## src/rtl/i2c_pkg.sv

```systemverilog
// Shared types and constants for the I2C register-file target.
// FSM encoding, R/W bit values and the default glitch-filter length.
package i2c_pkg;

  typedef enum logic [3:0] {
    ST_IDLE,
    ST_ADDR,
    ST_ADDR_ACK,
    ST_PTR,
    ST_PTR_ACK,
    ST_WDATA,
    ST_WDATA_ACK,
    ST_RDATA,
    ST_RACK,
    ST_IGNORE
  } i2c_target_state_t;

  localparam logic I2C_RW_WRITE = 1'b0;
  localparam logic I2C_RW_READ  = 1'b1;

  localparam int I2C_FILTER_LEN = 3;

endpackage

```

## src/rtl/i2c_target_regfile_if.sv

```systemverilog
// Raw bus lines plus the filtered event bundle between the bus filter
// (master: produces events) and the target FSM (slave: consumes them).
interface i2c_target_regfile_if;

  logic scl;
  logic sda;
  logic scl_rise;
  logic scl_fall;
  logic start;
  logic stop;
  logic sda_f;

  modport master (
    input  scl, sda,
    output scl_rise, scl_fall, start, stop, sda_f
  );

  modport slave (
    output scl, sda,
    input  scl_rise, scl_fall, start, stop, sda_f
  );

endinterface

```

## src/rtl/i2c_bus_filter.sv

```systemverilog
// Synchroniser, FILTER_LEN-sample glitch filter and START/STOP/edge
// detection for SCL and SDA.
module i2c_bus_filter
  import i2c_pkg::*;
#(
  parameter int FILTER_LEN = I2C_FILTER_LEN
) (
  input  logic                 clk,
  input  logic                 rst_n,
  i2c_target_regfile_if.master bus
);

  localparam int HW = FILTER_LEN - 1;

  logic [1:0]            scl_s_q, sda_s_q;
  logic [HW-1:0]         scl_h_q, sda_h_q;
  logic [FILTER_LEN-1:0] scl_win, sda_win;
  logic                  scl_f_q, sda_f_q;
  logic                  scl_p_q, sda_p_q;

  // Window = history plus the newest synchronised sample.
  assign scl_win = {scl_h_q, scl_s_q[1]};
  assign sda_win = {sda_h_q, sda_s_q[1]};

  always_ff @(posedge clk or negedge rst_n) begin
    if (!rst_n) begin
      scl_s_q <= '1;
      sda_s_q <= '1;
      scl_h_q <= '1;
      sda_h_q <= '1;
      scl_f_q <= 1'b1;
      sda_f_q <= 1'b1;
      scl_p_q <= 1'b1;
      sda_p_q <= 1'b1;
    end else begin
      scl_s_q <= {scl_s_q[0], bus.scl};
      sda_s_q <= {sda_s_q[0], bus.sda};
      scl_h_q <= scl_win[HW-1:0];
      sda_h_q <= sda_win[HW-1:0];
      if (&scl_win)       scl_f_q <= 1'b1;
      else if (~|scl_win) scl_f_q <= 1'b0;
      if (&sda_win)       sda_f_q <= 1'b1;
      else if (~|sda_win) sda_f_q <= 1'b0;
      scl_p_q <= scl_f_q;
      sda_p_q <= sda_f_q;
    end
  end

  assign bus.sda_f    = sda_f_q;
  assign bus.scl_rise = scl_f_q & ~scl_p_q;
  assign bus.scl_fall = ~scl_f_q & scl_p_q;
  assign bus.start    = scl_f_q & scl_p_q & sda_p_q & ~sda_f_q;
  assign bus.stop     = scl_f_q & scl_p_q & ~sda_p_q & sda_f_q;

endmodule

```

## src/rtl/i2c_target_regfile.sv

```systemverilog
// I2C target owning a small register file with an auto-incrementing
// pointer, plus a local read port and write-event strobe.
module i2c_target_regfile
  import i2c_pkg::*;
#(
  parameter int I2C_ADDR_WIDTH = 7,
  parameter int I2C_DATA_WIDTH = 8,
  parameter logic [I2C_ADDR_WIDTH-1:0] SLAVE_ADDRESS = 7'h22,
  parameter int NUM_REGS   = 16,
  parameter int FILTER_LEN = I2C_FILTER_LEN,
  localparam int PTR_W = $clog2(NUM_REGS)
) (
  input  logic                      clk,
  input  logic                      rst_n,
  input  logic                      scl_i,
  input  logic                      sda_i,
  output logic                      sda_oe_o,
  output logic                      wr_strobe_o,
  output logic [PTR_W-1:0]          wr_addr_o,
  output logic [I2C_DATA_WIDTH-1:0] wr_data_o,
  input  logic [PTR_W-1:0]          rd_addr_i,
  output logic [I2C_DATA_WIDTH-1:0] rd_data_o,
  output logic                      busy_o,
  output logic                      xfer_done_o
);

  localparam int DW = I2C_DATA_WIDTH;
  localparam int CW = $clog2(DW + 1);
  localparam logic [CW-1:0] LAST = CW'(DW - 1);
  localparam logic [CW-1:0] FULL = CW'(DW);

  i2c_target_regfile_if bus ();

  assign bus.scl = scl_i;
  assign bus.sda = sda_i;

  i2c_bus_filter #(.FILTER_LEN(FILTER_LEN)) u_filter (
    .clk   (clk),
    .rst_n (rst_n),
    .bus   (bus.master)
  );

  i2c_target_state_t state_q, state_d;
  logic [CW-1:0]    cnt_q, cnt_d;
  logic [DW-2:0]    sh_q, sh_d;
  logic [DW-1:0]    tx_q, tx_d, rx_byte;
  logic [PTR_W-1:0] ptr_q, ptr_d, ptr_inc;
  logic [DW-1:0]    regs_q [NUM_REGS];
  logic             oe_q, oe_d;
  logic             busy_q, busy_d;
  logic             rw_q, rw_d;
  logic             done_q, done_d;
  logic             we;
  logic             wr_strobe_q;
  logic [PTR_W-1:0] wr_addr_q;
  logic [DW-1:0]    wr_data_q, rd_data_q;

  assign rx_byte = {sh_q, bus.sda_f};
  assign ptr_inc = ptr_q + 1'b1;

  always_comb begin
    state_d = state_q;
    cnt_d   = cnt_q;
    sh_d    = sh_q;
    tx_d    = tx_q;
    ptr_d   = ptr_q;
    oe_d    = oe_q;
    busy_d  = busy_q;
    rw_d    = rw_q;
    done_d  = 1'b0;
    we      = 1'b0;
    if (bus.stop) begin
      state_d = ST_IDLE;
      oe_d    = 1'b0;
      busy_d  = 1'b0;
      done_d  = busy_q;
    end else if (bus.start) begin
      state_d = ST_ADDR;
      cnt_d   = '0;
      oe_d    = 1'b0;
    end else begin
      if (bus.scl_rise) begin
        sh_d  = rx_byte[DW-2:0];
        cnt_d = cnt_q + 1'b1;
      end
      unique case (state_q)
        ST_ADDR: begin
          if (bus.scl_rise && cnt_q == LAST) begin
            cnt_d = '0;
            if (rx_byte[DW-1 -: I2C_ADDR_WIDTH] == SLAVE_ADDRESS) begin
              state_d = ST_ADDR_ACK;
              busy_d  = 1'b1;
              rw_d    = rx_byte[0];
            end else begin
              state_d = ST_IGNORE;
            end
          end
        end
        // First fall starts the ACK, second fall ends it.
        ST_ADDR_ACK: begin
          if (bus.scl_fall) begin
            cnt_d = '0;
            if (!oe_q) begin
              oe_d = 1'b1;
            end else if (rw_q == I2C_RW_READ) begin
              state_d = ST_RDATA;
              tx_d    = regs_q[ptr_q];
              oe_d    = ~regs_q[ptr_q][DW-1];
            end else begin
              state_d = ST_PTR;
              oe_d    = 1'b0;
            end
          end
        end
        ST_PTR: begin
          if (bus.scl_rise && cnt_q == LAST) begin
            ptr_d   = rx_byte[PTR_W-1:0];
            state_d = ST_PTR_ACK;
            cnt_d   = '0;
          end
        end
        ST_PTR_ACK, ST_WDATA_ACK: begin
          if (bus.scl_fall) begin
            if (!oe_q) begin
              oe_d = 1'b1;
            end else begin
              oe_d    = 1'b0;
              state_d = ST_WDATA;
              cnt_d   = '0;
            end
          end
        end
        ST_WDATA: begin
          if (bus.scl_rise && cnt_q == LAST) begin
            we      = 1'b1;
            ptr_d   = ptr_inc;
            state_d = ST_WDATA_ACK;
            cnt_d   = '0;
          end
        end
        ST_RDATA: begin
          if (bus.scl_fall) begin
            if (cnt_q == FULL) begin
              state_d = ST_RACK;
              oe_d    = 1'b0;
              cnt_d   = '0;
            end else begin
              tx_d = tx_q << 1;
              oe_d = ~tx_q[DW-2];
            end
          end
        end
        // cnt_q != 0 marks a sampled master ACK awaiting the next fall.
        ST_RACK: begin
          if (bus.scl_rise) begin
            if (bus.sda_f) begin
              state_d = ST_IGNORE;
              cnt_d   = '0;
            end else begin
              ptr_d = ptr_inc;
              tx_d  = regs_q[ptr_inc];
              cnt_d = CW'(1);
            end
          end else if (bus.scl_fall && cnt_q != '0) begin
            state_d = ST_RDATA;
            oe_d    = ~tx_q[DW-1];
            cnt_d   = '0;
          end
        end
        default: ;
      endcase
    end
  end

  always_ff @(posedge clk or negedge rst_n) begin
    if (!rst_n) begin
      state_q     <= ST_IDLE;
      cnt_q       <= '0;
      sh_q        <= '0;
      tx_q        <= '0;
      ptr_q       <= '0;
      oe_q        <= 1'b0;
      busy_q      <= 1'b0;
      rw_q        <= 1'b0;
      done_q      <= 1'b0;
      wr_strobe_q <= 1'b0;
      wr_addr_q   <= '0;
      wr_data_q   <= '0;
      rd_data_q   <= '0;
      for (int i = 0; i < NUM_REGS; i++) regs_q[i] <= '0;
    end else begin
      state_q     <= state_d;
      cnt_q       <= cnt_d;
      sh_q        <= sh_d;
      tx_q        <= tx_d;
      ptr_q       <= ptr_d;
      oe_q        <= oe_d;
      busy_q      <= busy_d;
      rw_q        <= rw_d;
      done_q      <= done_d;
      wr_strobe_q <= we;
      rd_data_q   <= regs_q[rd_addr_i];
      if (we) begin
        regs_q[ptr_q] <= rx_byte;
        wr_addr_q     <= ptr_q;
        wr_data_q     <= rx_byte;
      end
    end
  end

  assign sda_oe_o    = oe_q;
  assign busy_o      = busy_q;
  assign xfer_done_o = done_q;
  assign wr_strobe_o = wr_strobe_q;
  assign wr_addr_o   = wr_addr_q;
  assign wr_data_o   = wr_data_q;
  assign rd_data_o   = rd_data_q;

endmodule

```

## config.mk

```make
export PLATFORM = sky130hd
export DESIGN_NAME = i2c_target_regfile
export DESIGN_NICKNAME = d
export VERILOG_FILES = /design/src/rtl/i2c_pkg.sv /design/src/rtl/i2c_target_regfile_if.sv /design/src/rtl/i2c_bus_filter.sv /design/src/rtl/i2c_target_regfile.sv
export SDC_FILE = /design/constraint.sdc
export NUM_CORES = 1
export LEC_CHECK = 0
export ABC_CLOCK_PERIOD_IN_PS = 4200
export CAP_MARGIN = 10
export CORE_ASPECT_RATIO = 1.25
export CORE_MARGIN = 2
export CORE_UTILIZATION = 55
export DETAILED_ROUTE_END_ITERATION = 8
export HOLD_SLACK_MARGIN = 0.03
export PLACE_DENSITY = 0.72
export SLEW_MARGIN = 20
export SYNTH_ARGS = -nofsm -noshare
export SYNTH_HDL_FRONTEND = slang
export SYNTH_SLANG_ARGS = --single-unit
```

## constraint.sdc

```tcl
create_clock -name clk -period 4.2 [get_ports clk]
set_clock_uncertainty 0.1 [all_clocks]
set_input_delay 0.42 -clock clk [delete_from_list [all_inputs] [get_ports clk]]
set_output_delay 0.42 -clock clk [all_outputs]
set_load 0.005 [all_outputs]
```

# After elaboration in Yosys (flattened, before gate mapping)
# Index checks and enable logic that the tools add are counted.
# totals
word_cells	202
regBits	192
# op_classes
n_reduce_logical	24
n_lt_le_gt_ge	4
eq_ne	36
add_sub_neg	2
bitwise_logic	19
muxes	80
# ops
op	n
$bwmux 128	1
$mux 4	29
$mux 8	14
$bmux 8 s4	3
$ne 4x4->1 const B	11
$demux 8 s4	1
$pmux 4 s7	1
$mux 1	26
$pmux 8 s3	1
$eq 4x3->1 const B	5
$pmux 4 s5	1
$ne 2x2->1 const B	9
$ge 5x5->1 const B	3
$not 4->5	3
$pmux 4 s3	1
$reduce_and 12->1	1
$reduce_and 10->1	1
$not 1->1	9
$reduce_and 3->1	3
$reduce_bool 9->1	1
$reduce_or 3->1	3
$add 4x1->4 const B	2
$eq 4x2->1 const B	2
$eq 4x4->1 const B	2
other kinds (19)	32

# Longest topological paths before layout
# Gate-level depths: netlist (run 1).
# depth
ltp_word	11
ltp_mapped	12
depth_no_buf	8

# Modules after synthesis
# From an unflattened synthesis (run 1), not the netlist that was laid out.
# hier_totals
hier_cells	798
area_unflattened_um2	10830.4
# by_module_without_submodules
mod	instances	seq_area_each_um2	area_per_inst_um2	cells_per_inst
i2c_target_regfile	1	4504.3	10432.5	773
i2c_bus_filter	1	315.3	397.9	25

# Worst setup path before layout (run 1)
# Ideal clock, no wire load.
# synth_path
kind	reg-to-reg
startpoint	reg ptr_q[0]
endpoint	reg tx_q[7]
period_less_slack_ps	3838
arrival_time_ps	3596
path_slack_ps	362
path_stages_with_launch	13
t_required_ps	3959
path_buffers	5
cell_sequence	dfrtp_1 buf_2 clkbuf_1 clkbuf_1 inv_1 ha_1 clkbuf_1 buf_1 mux4_2 mux2i_1 o22ai_1 a221oi_1 a31oi_1
# synth_via
elab_chain_cells	8
elab_cells_between_ends	15
cone_classes	1 x add/sub; 12 x mux; 2 x bitwise
# synth_lines
element	line_no	rtl
start: declaration	i2c_target_regfile.sv:47	logic [PTR_W-1:0] ptr_q, ptr_d, ptr_inc;
start signal: assignment	i2c_target_regfile.sv:196	ptr_q <= ptr_d;
$add 4x1->4 / $not 4->5 (equally long branches)	i2c_target_regfile.sv:59, i2c_target_regfile.sv:107	
$not 4->5 (not written as such) / $bmux 8 s4 (equally long branches)	i2c_target_regfile.sv:161, i2c_target_regfile.sv:107	
$bmux 8 s4 / $mux 8 (equally long branches)	i2c_target_regfile.sv:161, i2c_target_regfile.sv:107	
$mux 8 (on tied branches)	i2c_target_regfile.sv:161, i2c_target_regfile.sv:107	
$mux 8 (on tied branches)	i2c_target_regfile.sv:161, i2c_target_regfile.sv:105	
$mux 8 (on tied branches)	i2c_target_regfile.sv:156, i2c_target_regfile.sv:103	
$mux 8 (on tied branches)	i2c_target_regfile.sv:155, i2c_target_regfile.sv:101	
$pmux 8 s3 (*)	i2c_target_regfile.sv:86	unique case (state_q)
end signal: assignment	i2c_target_regfile.sv:195	tx_q <= tx_d;
end: declaration	i2c_target_regfile.sv:46	logic [DW-1:0] tx_q, tx_d, rx_byte;
# Every way passes the cells marked *; elsewhere a longest branch is shown, timed or not. The select of a mux whose other input is x is not followed.
# A chain may end at the register's enable or synchronous reset.

# Final worst setup path (run 1)
# Ends and elaborated chain as after synthesis.

==> impl_metrics.env, run 1 <==
export IMPL_yosys_warnings=0
export IMPL_hpwl_um=18500
export IMPL_portBuffers=31
export IMPL_synthMostInstantiatedCell="dfrtp_1"
export IMPL_worstPathRequired_ns=4.41
export IMPL_synth_enable_flop_cells=0
export IMPL_p_sw_mw=2.00
export IMPL_synth_nets=843
export IMPL_p_clk_share_pct=29.1
export IMPL_crit_type="flip-flop to flip-flop"
export IMPL_drtIter0Drc=790
export IMPL_finalWirelength_um=27900
export IMPL_timing_hold_ws_ns=-0.0153
export IMPL_ys_ff_latch=192
export IMPL_cp_max_fo=65
export IMPL_p_leak_nw=5.02
export IMPL_cts_setup_buffers=0
export IMPL_die_area_um2=21000
export IMPL_drv_slew=0
export IMPL_vias=7452
export IMPL_die_width_um=130
export IMPL_route_detailed_drc=0
export IMPL_antenna_cells=0
export IMPL_cp_end_kind="flip-flop"
export IMPL_core_um2=19500
export IMPL_clock_path_buffers=2
export IMPL_fin_nets=845
export IMPL_htree_levels=4
export IMPL_cts_root_buf="clkbuf_16"
export IMPL_yosys_area_share_simple_pct=8.40
export IMPL_fillers=1469
export IMPL_reg2reg_from="ptr_q[0]"
export IMPL_synth_adder_area_share_pct=0.686
export IMPL_cts_tree="done"
export IMPL_synth_common_cells="dfrtp_1, mux2_2, mux4_2"
export IMPL_slew_headroom_pct=31.3
export IMPL_worstSkewPairLatency_ns=0.44
export IMPL_ir_drop_v=0.000322
export IMPL_fmax_mhz=327
export IMPL_seqPwrFrac_pct=44.9
export IMPL_grt_max_degree=129
export IMPL_wl_per_cell_um=25.2
export IMPL_post_route_cells_drive_above_1_share_pct=39.6
export IMPL_cts_buffers=17
export IMPL_first_pass_iters=5
export IMPL_outcome="complete, but fails checks"
export IMPL_dieHeight_um=162
export IMPL_finalCritPeriodShare_pct=72.8
export IMPL_area_growth_pct=9.87
export IMPL_grt_pass1_vias=7581
export IMPL_synthMuxAreaShare_pct=38.1
export IMPL_cts_clk_slew_worst_paths_ns=0.07
export IMPL_ys_seq_area_share_pct=44.1
export IMPL_synth_compound_area_share_pct=5.65
export IMPL_track_usage_pct=28.1
export IMPL_min_path_type="input port to asynchronous set/reset pin"
export IMPL_synth_async_reset_ratio_pct=100
export IMPL_grt_pass1_wl_um=44000
export IMPL_maxCapViolCount=0
export IMPL_tightest_slew_ns=1.03
export IMPL_ios=32
export IMPL_syn_area_per_cell_um2=13.2
export IMPL_antenna_found_initial=0
export IMPL_cp_arrival_ns=3.27
export IMPL_ys_types=57
export IMPL_rsz0062_at_grt="no"
export IMPL_synthCells=829
export IMPL_powerDensity_nw_per_um2=450
export IMPL_place_area_um2=11500
export IMPL_syn_cell_area_um2=10900
export IMPL_critPathLaunchType="flip-flop"
export IMPL_swShare_pct=37.1
export IMPL_final_hold_viol_count=12
export IMPL_instances_no_fill=1109
export IMPL_synth_largest_area_cell="dfrtp_1"
export IMPL_crit_start="ptr_q[0]"
export IMPL_setup_viol=0
export IMPL_violations="negative hold slack"
export IMPL_synth_area_top_cells="dfrtp_1, mux4_2, mux2_2"
export IMPL_synth_top_family_by_area="multiplexers"
export IMPL_p_int_mw=3.40
export IMPL_gp_congestion=0.863
export IMPL_final_area_um2=12000
export IMPL_min_period_ns=3.06
export IMPL_synth_top_area_share_pct=41.2
export IMPL_viasPerCell=6.72
export IMPL_synthXorXnorAreaFrac_pct=0.480
export IMPL_p_comb_share_pct=26.0
export IMPL_synthFlopType="dfrtp_1"
export IMPL_detail_route_antenna_nets=0
export IMPL_grt_overflow_total=0
export IMPL_setup_tns_ns=0
export IMPL_post_place_cells=1077
export IMPL_start_util_pct=56.2
export IMPL_cts_sinks=192
export IMPL_row_count=57
export IMPL_ctsHoldBuffers=0
export IMPL_ctsResizeCount=0
critical path, stage by stage, from the launching register on:
cell      delay (ns)
dfrtp_4         0.41
buf_4           0.77
nand3_1         0.32
xnor2_2         0.20
buf_4           0.32
mux2i_1         0.28
o22ai_1         0.11
a221oi_1        0.25
a31oi_1         0.12
cell type report:
class | instances | area (um^2) | area share (%)
multi-input combinational | 561 | 5840 | 48.6
sequential | 192 | 4820 | 40.1
clock buffer | 20 | 458 | 3.81
timing repair buffer | 47 | 430 | 3.58
tap | 265 | 332 | 2.76
clock inverter | 12 | 91.3 | 0.760
inverter | 12 | 45.0 | 0.375
stage by stage:
step / worst slack (ns) / hold slack (ns) / utilization [%] / power (mW)
floorplan: 0.362 / 0.0244 / - / 3.40
global placement: 1.24 / 0.248 / 58.9 / 3.82
detailed placement: 1.17 / 0.247 / 58.9 / 3.85
CTS: 1.14 / 0.0796 / 61.7 / 5.41
global route: 0.941 / 0.0363 / 61.7 / 5.66
finish: 1.14 / -0.0153 / 61.7 / 5.40
layer usage:
metal | wire length [um] | global-route usage [%] | up-vias
li1 | - | - | 3142
met1 | 11100 | 38.1 | 3887
met2 | 13900 | 44.9 | 339
met3 | 1760 | 4.71 | 84
met4 | 1130 | 12.4 | 0
met5 | 0 | 0 | -
kinds of logic (layout without fill, tap and decap cells):
| kind of cell | after synthesis | after routing |
|---|---|---|
| compound gates | 98 | 98 |
| xor+xnor | 6 | 6 |
| fa+ha+maj | 6 | 6 |
| buf+inv | 76 | 91 |
| flops | 192 | 192 |
| mux | 274 | 274 |
| simple gates | 177 | 177 |
cell usage in the layout, fill, tap and decap left out, drive strengths merged, types with 10 or more instances in the layout:
cell and count:
nor2 52, mux2i 29, a21oi 24, o22ai 12
clkbuf 20, dfrtp 180, buf 18, clkdlybuf4s50 29
nand2b 10, dfstp 12, nor3 11, mux2 146
inv 23, nand2 63, mux4 99, a31oi 12
o21ai 20
power by group through the flow:
| stage | logic [mW] | registers (mW) | clock network, mW |
|---|---|---|---|
| floorplan | 1.29 | 2.11 | 0 |
| global placement | 1.38 | 2.43 | 0 |
| detailed placement | 1.41 | 2.44 | 0 |
| CTS | 1.41 | 2.41 | 1.59 |
| global route | 1.53 | 2.45 | 1.67 |
| finish | 1.41 | 2.43 | 1.57 |
sequential cells by signal (all words and copies together) (netlist names):
| signal | count |
|---|---|
| u_filter.bus.sda_f | 1 |
| u_filter.scl_f_q | 1 |
| u_filter.scl_h_q | 2 |
| cnt_q | 4 |
| xfer_done_o | 1 |
| busy_o | 1 |
| sda_oe_o | 1 |
| regs_q | 128 |
| tx_q | 8 |
| u_filter.sda_p_q | 1 |
| wr_addr_o | 4 |
| rw_q | 1 |
| u_filter.scl_p_q | 1 |
| wr_strobe_o | 1 |
| u_filter.sda_h_q | 2 |
| sh_q | 7 |
| wr_data_o | 8 |
| state_q | 4 |
| u_filter.scl_s_q | 2 |
| rd_data_o | 8 |
| u_filter.sda_s_q | 2 |
| ptr_q | 4 |
final timing paths:
path / to / slack (ns) / cells past startpoint
worst max register to register: tx_q[7] / 1.14 / 8
worst max-delay path: tx_q[7] / 1.14 / 8
min in group clk: u_filter.scl_s_q[1] / 0.26 / 0
max in group asynchronous: regs_q[69] / 2.97 / 2
worst min-delay path: regs_q[71] / -0.02 / 1
worst min register to register: u_filter.scl_s_q[1] / 0.26 / 0
Power figures use the tool's default switching activity.
==> run 2: changes to the inputs <==
ABC_CLOCK_PERIOD_IN_PS = 3180   (was 4200)
clock period = 3.18 ns   (was 4.2 ns; I/O delays follow)
==> impl_metrics.env, run 2 (same netlist as run 1, synthesis figures left out) <==
export IMPL_htree_levels=4
export IMPL_vias=7705
export IMPL_hold_start="sda_i"
export IMPL_viasPerCell=6.82
export IMPL_largest_reg_flops=128
export IMPL_min_path_type="input port to flip-flop"
export IMPL_cts_setup_buffers=0
export IMPL_fin_nets=866
export IMPL_crit_top_cell="buf_4"
export IMPL_hold_path_endpoint="u_filter.sda_s_q[0]"
export IMPL_layout_commonest_cell="dfrtp_1"
export IMPL_final_cell_mix="dfrtp_1, mux2_2, mux4_2, nand2_1, nor2_1"
export IMPL_die_area_um2=21000
export IMPL_cts_root_buf="clkbuf_16"
export IMPL_slowest_stage="buf_4"
export IMPL_grt_pass1_vias=8161
export IMPL_finalCritPeriodShare_pct=89.3
export IMPL_portBuffers=31
export IMPL_fillers=1471
export IMPL_post_route_cells_drive_above_1_share_pct=41.0
export IMPL_slew_headroom_pct=32.1
export IMPL_ir_drop_v=0.000418
export IMPL_hold_path_cell_count=1
export IMPL_worstRegToRegCells=7
export IMPL_path_cells="buf_4 > buf_4 > mux4_2 > nor2_1 > a221oi_1 > a22oi_1 > a31oi_1"
export IMPL_setup_viol=0
export IMPL_grt_pass1_wl_um=46700
export IMPL_drv_slew=0
export IMPL_r2r_end="tx_q[5]"
export IMPL_slowest_delay_ns=0.59
export IMPL_swShare_pct=37.4
export IMPL_dieHeight_um=162
export IMPL_die_width_um=130
export IMPL_seqPwrFrac_pct=41.5
export IMPL_reg2reg_from="ptr_q[0]"
export IMPL_cts_clk_slew_worst_paths_ns=0.07
export IMPL_antenna_found_initial=0
export IMPL_powerDensity_nw_per_um2=593
export IMPL_regToRegSetupSlack_ns=0.34
export IMPL_wl_per_cell_um=26.0
export IMPL_ios=32
export IMPL_cts_buffers=17
export IMPL_first_pass_iters=5
export IMPL_rsz0062_at_grt="no"
export IMPL_crit_type="flip-flop to flip-flop"
export IMPL_antenna_cells=0
export IMPL_row_count=57
export IMPL_final_core_util_pct=62.7
export IMPL_finalWirelength_um=29300
export IMPL_tightest_slew_ns=1.01
export IMPL_outcome="completed"
export IMPL_grt_max_degree=67
export IMPL_timing_hold_ws_ns=0.168
export IMPL_min_period_ns=2.84
export IMPL_p_int_mw=4.54
export IMPL_cp_max_fo=46
export IMPL_fmax_mhz=352
export IMPL_grt_overflow_total=0
export IMPL_p_sw_mw=2.71
export IMPL_maxCapViolCount=0
export IMPL_start_util_pct=56.2
export IMPL_drtIter0Drc=552
export IMPL_critPathLaunchType="flip-flop"
export IMPL_final_hold_viol_count=0
export IMPL_detail_route_antenna_nets=0
export IMPL_p_comb_share_pct=30.4
export IMPL_gp_congestion=0.943
export IMPL_cts_tree="done"
export IMPL_worstPathRequired_ns=3.38
export IMPL_hpwl_um=19500
export IMPL_core_um2=19500
export IMPL_cp_arrival_ns=3.04
export IMPL_top_register="regs_q"
export IMPL_route_detailed_drc=0
export IMPL_area_growth_pct=11.7
export IMPL_clock_path_buffers=2
export IMPL_worstSkewPairLatency_ns=0.44
export IMPL_p_leak_nw=5.13
export IMPL_p_clk_share_pct=28.1
export IMPL_cp_end_kind="flip-flop"
export IMPL_track_usage_pct=29.7
export IMPL_cts_sinks=192
==> run 2: cell count changes in the layout (fill, tap and decap cells not counted), moves of 2 or more <==
| cell | before | now |
|---|---|---|
| clkinv_4 | 0 | 2 |
| inv_6 | 7 | 5 |
| buf_4 | 16 | 33 |
| inv_8 | 0 | 3 |
| buf_12 | 0 | 3 |
| clkinvlp_4 | 0 | 2 |
| inv_4 | 4 | 0 |
==> run 2: repair_timing <==
action | 4_1_cts | 5_1_grt
endpoints found under the hold margin | 50 | 0
gates resized for setup | 0 | 0
hold buffers | 1 | 0
==> run 2: worst max path at each step <==
stage / end / cells after the start / from
2_1_floorplan: tx_q[7] / 12 / ptr_q[0]
3_3_place_gp: tx_q[7] / 8 / ptr_q[0]
3_5_place_dp: tx_q[5] / 7 / ptr_q[0]
4_1_cts: tx_q[3] / 7 / ptr_q[0]
5_1_grt: tx_q[7] / 8 / ptr_q[0]
6_report: tx_q[5] / 7 / ptr_q[0]
==> run 2: power by group through the flow <==
stage               clock network, mW  registers [mW]  logic [mW]
floorplan                           0            2.79        1.73
global placement                    0            3.02        2.17
detailed placement                  0            3.03        2.20
CTS                              2.06            2.99        2.21
global route                     2.15            3.03        2.40
finish                           2.03            3.00        2.21
==> run 2: through the flow <==
stage               cell area, um^2  cells  setup WS (ns)  total power, mW  setup TNS, ns
floorplan                     11000    829       -0.00432             4.51       -0.00432
CTS                           12200   1130          0.356             7.26              0
detailed placement            11700   1097          0.372             5.24              0
global placement              11700   1097          0.470             5.19              0
finish                        12200   1130          0.341             7.25              0
global route                  12200   1130          0.177             7.58              0
==> run 2: metal layers <==
layer | up-vias | track usage [%] | part of all wire, %
li1 | 3200 | - | -
met1 | 4038 | 37.4 | 37
met2 | 383 | 49.4 | 52
met3 | 84 | 6.16 | 6.9
met4 | 0 | 13.4 | 4.1
met5 | - | 0 | 0
==> run 2: area by class of cell <==
| cell class | instances | area, um^2 | share of cell area (%) |
|---|---|---|---|
| clock inverters | 14 | 120 | 0.983 |
| well taps | 265 | 332 | 2.71 |
| flip-flops and latches | 192 | 4820 | 39.5 |
| repair buffers | 68 | 627 | 5.13 |
| multi-input cells | 561 | 5840 | 47.8 |
| clock buffers | 18 | 429 | 3.51 |
| inverters | 12 | 45.0 | 0.369 |
==> run 2: worst max-delay path, delay by kind of cell (launching register included) <==
| family | cells | cell delay, ns |
|---|---|---|
| compound gates | 3 | 0.40 |
| buf+inv | 2 | 1.03 |
| flops | 1 | 0.40 |
| mux | 1 | 0.54 |
| simple gates | 1 | 0.14 |
